**config.mk**
```make
export PLATFORM = sky130hd
export DESIGN_NAME = bp_cce_cfg_loader
export DESIGN_NICKNAME = d
export VERILOG_FILES = /design/src/rtl/bp_cce_cfg_loader.sv
export SDC_FILE = /design/constraint.sdc
export NUM_CORES = 1
export LEC_CHECK = 0
export ABC_AREA = 1
export BUFFER_PORTS_ARGS = -buffer_cell sky130_fd_sc_hd__buf_2
export CAP_MARGIN = 20
export CORE_MARGIN = 2
export CORE_UTILIZATION = 41
export DETAILED_ROUTE_END_ITERATION = 10
export GPL_TIMING_DRIVEN = 1
export HOLD_SLACK_MARGIN = 0.06
export PLACE_DENSITY_LB_ADDON = 0.15
export SYNTH_ARGS = -nofsm -noshare
export SYNTH_HDL_FRONTEND = slang
export SYNTH_SLANG_ARGS = --single-unit
```
**constraint.sdc**
```tcl
create_clock -name clk_i -period 1.25 [get_ports clk_i]
set_input_delay 0.125 -clock clk_i [delete_from_list [all_inputs] [get_ports clk_i]]
set_output_delay 0.125 -clock clk_i [all_outputs]
set_load 0.02 [all_outputs]
```
**src/rtl/bp_cce_cfg_loader.sv**
```systemverilog
// bp_cce_cfg_loader
//
// Boot-time configuration sequencer for one CCE. Out of reset it holds the
// CCE frozen, walks a synchronous config ROM entry by entry, presents each
// (address, data) pair on the config write channel with a valid/ready
// handshake, and releases freeze once the ROM is exhausted or a terminator
// entry (address field all ones) is read. A restart request in DONE replays
// the whole sequence.
//
// Ports:
//   clk_i        clock, all state on the rising edge
//   reset_n_i    synchronous active-low reset
//   restart_i    reload request, honoured only in DONE
//   rom_addr_o   ROM read index (always equals the internal index)
//   rom_data_i   ROM entry {addr, data}, valid the cycle after rom_addr_o
//   cfg_w_v_o    config write valid
//   cfg_addr_o   config write address
//   cfg_data_o   config write data
//   cfg_ready_i  downstream accepts the write when high with cfg_w_v_o
//   freeze_o     CCE freeze, high in every state except DONE
//   done_o       configuration complete

module bp_cce_cfg_loader #(
    parameter int cfg_addr_width_p = 16,
    parameter int cfg_data_width_p = 32,
    parameter int rom_els_p        = 256,
    localparam int lg_rom_els_lp   = (rom_els_p > 1) ? $clog2(rom_els_p) : 1,
    localparam int rom_width_lp    = cfg_addr_width_p + cfg_data_width_p
) (
    input  logic                        clk_i,
    input  logic                        reset_n_i,
    input  logic                        restart_i,
    output logic [lg_rom_els_lp-1:0]    rom_addr_o,
    input  logic [rom_width_lp-1:0]     rom_data_i,
    output logic                        cfg_w_v_o,
    output logic [cfg_addr_width_p-1:0] cfg_addr_o,
    output logic [cfg_data_width_p-1:0] cfg_data_o,
    input  logic                        cfg_ready_i,
    output logic                        freeze_o,
    output logic                        done_o
);

    typedef enum logic [2:0] {
        S_RESET = 3'd0,
        S_FETCH = 3'd1,
        S_WAIT  = 3'd2,
        S_WRITE = 3'd3,
        S_DONE  = 3'd4
    } state_e;

    localparam logic [lg_rom_els_lp-1:0] last_idx_lp = lg_rom_els_lp'(rom_els_p - 1);

    state_e                      state_r, state_n;
    logic [lg_rom_els_lp-1:0]    idx_r, idx_n;
    logic [cfg_addr_width_p-1:0] cfg_addr_r;
    logic [cfg_data_width_p-1:0] cfg_data_r;
    logic                        capture;

    logic [cfg_addr_width_p-1:0] rom_entry_addr;
    logic [cfg_data_width_p-1:0] rom_entry_data;
    logic                        rom_is_term;

    assign rom_entry_addr = rom_data_i[rom_width_lp-1 -: cfg_addr_width_p];
    assign rom_entry_data = rom_data_i[cfg_data_width_p-1:0];
    assign rom_is_term    = &rom_entry_addr;

    always_comb begin
        state_n = state_r;
        idx_n   = idx_r;
        capture = 1'b0;
        unique case (state_r)
            S_RESET: begin
                idx_n   = '0;
                state_n = S_FETCH;
            end
            S_FETCH: begin
                state_n = S_WAIT;
            end
            S_WAIT: begin
                // rom_data_i reflects idx_r here; rom_addr_o has been stable
                // since FETCH, so the ROM output is still valid.
                if (rom_is_term) begin
                    state_n = S_DONE;
                end else begin
                    capture = 1'b1;
                    state_n = S_WRITE;
                end
            end
            S_WRITE: begin
                if (cfg_ready_i) begin
                    // Last-entry check comes before the increment so the
                    // index never wraps past the final ROM entry.
                    if (idx_r == last_idx_lp) begin
                        state_n = S_DONE;
                    end else begin
                        idx_n   = idx_r + 1'b1;
                        state_n = S_FETCH;
                    end
                end
            end
            S_DONE: begin
                if (restart_i) begin
                    idx_n   = '0;
                    state_n = S_FETCH;
                end
            end
            default: begin
                state_n = S_RESET;
            end
        endcase
    end

    always_ff @(posedge clk_i) begin
        if (!reset_n_i) begin
            state_r    <= S_RESET;
            idx_r      <= '0;
            cfg_addr_r <= '0;
            cfg_data_r <= '0;
        end else begin
            state_r <= state_n;
            idx_r   <= idx_n;
            if (capture) begin
                cfg_addr_r <= rom_entry_addr;
                cfg_data_r <= rom_entry_data;
            end
        end
    end

    // Outputs depend only on registered state, never on handshake inputs.
    assign rom_addr_o = idx_r;
    assign cfg_w_v_o  = (state_r == S_WRITE);
    assign cfg_addr_o = cfg_addr_r;
    assign cfg_data_o = cfg_data_r;
    assign freeze_o   = (state_r != S_DONE);
    assign done_o     = (state_r == S_DONE);

endmodule

```
==> key figures <==
Status
  – Status: finished, violations left
  – Failing checks: setup timing

Routing
  – Vias per std cell: 4.767
  – Post-DR wirelength/cell: 12.26 um
  – Via count: 2746
  – DRC violation total after the first TritonRoute iteration: 81
  – DR pass1 iterations: 4
  – Final ANT Viol Nets: 0
  – DR DRC count: 0
  – Routed wire length: 7.062 mm

Critical path
  – Largest stage delay on the critical path: 0.36 ns
  – Data required time at the worst endpoint: 1.45 ns
  – Buf/Inv on CP: 1
  – Max FO, Critical Path: 7
  – Arrival time at the worst endpoint: 1.51 ns
  – Crit-path slowest cell: dfxtp_4
  – Crit path max-delay family: simple AND/OR/NAND/NOR gates
  – Critical-path cell list: ha_4, nand2_4, nor2_4, nand2_2, nand2_4, nand2_8, inv_2, nand2_1, nand2_1, a21oi_1
  – Reg2reg start: rom_addr_o[0]
  – Crit end category: flop
  – Worst reg2reg endpoint: state_r[0]
  – CP Class: flop to flop
  – Flop2flop setup slack: -0.06 ns
  – WP depth: 10
  – R2R cell count: 10
  – Startpoint Class: flop

Worst hold path
  – Worst hold start: rom_data_i[4]
  – Hold Path Class: input port to flop
  – Hold path depth: 3
  – Hold Crit Endpoint: cfg_data_o[4]

Die
  – Core footprint: 0.005507 mm2
  – Die span in y: 79.56 um
  – Ports: 111
  – Die area: 0.006330 mm2
  – Die width: 79.56 um
  – Row count: 27
  – Initial Utilization: 42.51%

Yosys
  – Syn_nets: 373
  – Yosys warnings: 0
  – Syn Inst Count: 320
  – Avg Inst Size Synth: 7.316 um2
  – FFs w/ async S/R, synth: 0%
  – Post-synthesis sequential area ratio: 50.45%
  – Post-synth top area share: 50.45%
  – Leading area contributor after synthesis: dfxtp_1
  – Post-synth EDFFs: 0
  – Flops & latches, synth: 59
  – Post-Syn Area: 0.002341 mm2
  – Unique masters post-synth: 23
  – Prevailing post-synth register cell: dfxtp_1
  – Top post-synthesis cells by area: dfxtp_1, nor2_1, o21ai_0, nand2_1, inv_1

Finish
  – N_diodes: 0
  – P&R area growth vs syn: 72.10%
  – Layout Nets: 552
  – Most common cell after layout, fill and taps aside: buf_2
  – Layout cells sized above 1: 39.68%
  – Most frequent cells in the layout: buf_2, nor2_1, dfxtp_1
  – # fillers: 443
  – Non-Filler Instances: 576

Clock network
  – H-tree depth: 3
  – CTS max path bufs: 2
  – Clock transition at the registers of the reported paths: 0.06 ns
  – CTS root buffer: clkbuf_8
  – Clock sink total: 59
  – CTS tree: built
  – Worst skew pair latency: 0.33 ns
  – Num CTS Buffers: 9

Pwr
  – Clock network power share: 25.3%
  – Net Switching: 2.405 mW
  – Reg power frac: 37.0%
  – Cell Pwr Density: 1653 mW/mm2
  – VDD IR max: 870.4 uV
  – Sw frac: 36.12%
  – Pint: 4.253 mW
  – Combinational Power Share: 37.8%
  – Leak: 1.882 nW
  – Tot Pwr: 6.658 mW

Timing
  – Worst hold slack: 0.08333 ns
  – Fmax: 0.7620 GHz
  – Unrepaired setup endpoints after global routing: yes
  – Fin crit share: 105.0%
  – Slew Viols, Final: 0
  – Endpoints failing setup: 10
  – Clk_skew: 0.006540 ns
  – Worst-margin pin slew: 0.3420 ns
  – Minimum clock period: 1.312 ns
  – PnR worst setup slack: -0.06227 ns
  – Final Hold Fails: 0
  – Slew margin rel.: 77.17%

Global routing
  – Initial antenna violation count: 0
  – Number of global-route vias before repair: 2378
  – GRT overflow: 0
  – First-pass GRT wire length: 10.40 mm
  – GRT Total Usage: 21.21%
  – Largest net degree at the start of global routing: 35

Placed design
  – Dpl cells: 508
  – Post-DP HPWL: 4.313 mm
  – Place WS: -0.1281 ns
  – Port-buffer cells: 110
  – GPL Wtd Cong: 0.8699

Run
  – Max-cap viol count: 0
synthesized netlist by cell type (2+ instances only):
master    instances
clkbuf_2          2
nand4_1           2
buf_1             2
clkbuf_1          3
nand2_2           4
buf_2             5
o21ai_0          50
nand2_1          35
nor2_1          109
inv_1            15
a21oi_1          10
dfxtp_1          59
xnor2_1           2
nand3_1          10
buf_6             3
inv_2             2
worst register-to-register path, stage by stage, from the launching register on:
cell     delay, ns
dfxtp_4       0.36
ha_4          0.14
nand2_4       0.06
nor2_4        0.12
nand2_2       0.08
nand2_4       0.12
nand2_8       0.08
inv_2         0.06
nand2_1       0.05
nand2_1       0.06
a21oi_1       0.05
worst max-delay path by stage:
stage / endpoint / start / slack, ns
5_1_grt: rom_addr_o[4] / rom_addr_o[0] / -0.14
6_report: state_r[0] / rom_addr_o[0] / -0.06
3_5_place_dp: cfg_data_o[24] / state_r[2] / -0.13
4_1_cts: freeze_o / state_r[1] / -0.05
3_3_place_gp: cfg_data_o[30] / state_r[2] / -0.08
2_1_floorplan: state_r[0] / rom_addr_o[1] / -0.01
routing by layer:
metal	track usage, %	up-vias	routed length (um)	part of all wire [%]
met3	9.276	6	523	7.4
met2	34.87	97	3411	48
met5	0	-	0	0
li1	-	1382	-	-
met1	25.12	1261	3078	44
met4	5.862	0	49	0.69
cells by family after synthesis:
logic type,Yosys count,synth area share [%]
AO/OA/AOI/OAI,62,13.52
XOR/XNOR,2,0.7484
adder cells (fa/ha/maj),1,0.5344
buffers and inverters,32,6.467
flip-flops,59,50.45
AND/OR/NAND/NOR,164,28.27
flip-flops by register name (all words and copies together) (netlist names):
| register | flops |
|---|---|
| cfg_addr_o | 16 |
| rom_addr_o | 8 |
| cfg_data_o | 32 |
| state_r | 3 |
stage by stage:
stage / area (um2) / util [%] / TNS [ns]
6_report: 4029 / 73.17 / -0.4668
5_1_grt: 4029 / 73.17 / -1.797
4_1_cts: 3830 / 69.55 / -0.9322
3_5_place_dp: 3115 / 56.58 / -3.958
3_3_place_gp: 3115 / 56.58 / -0.8182
2_1_floorplan: 2372 / - / -0.06618
power groups by stage:
stage	logic [mW]	clock network, mW	registers (mW)
2_1_floorplan	0.906	0	2.90
3_3_place_gp	2.00	0	2.46
3_5_place_dp	2.03	0	2.47
4_1_cts	2.23	1.75	2.44
5_1_grt	2.75	1.83	2.50
6_report	2.52	1.68	2.46
cell type report:
cell class              count  area, um2  share of cell area, %
clock inverters             5      52.55                  1.304
multi-input cells         229       1169                  29.01
flip-flops and latches     59       1204                  29.88
repair buffers            183       1301                  32.30
inverters                  17      71.32                  1.770
well taps                  72      90.09                  2.236
clock buffers              11      141.4                  3.509
repair_timing:
item,4_1_cts,5_1_grt
hold buffers,45,1
cloned,0,2
setup buffers,1,3
gates resized for setup,29,58
pin swaps,4,8
endpoints found under the hold margin,45,1
setup endpoints to repair,60,62
Note: power is estimated with default switching activity, not from simulation.
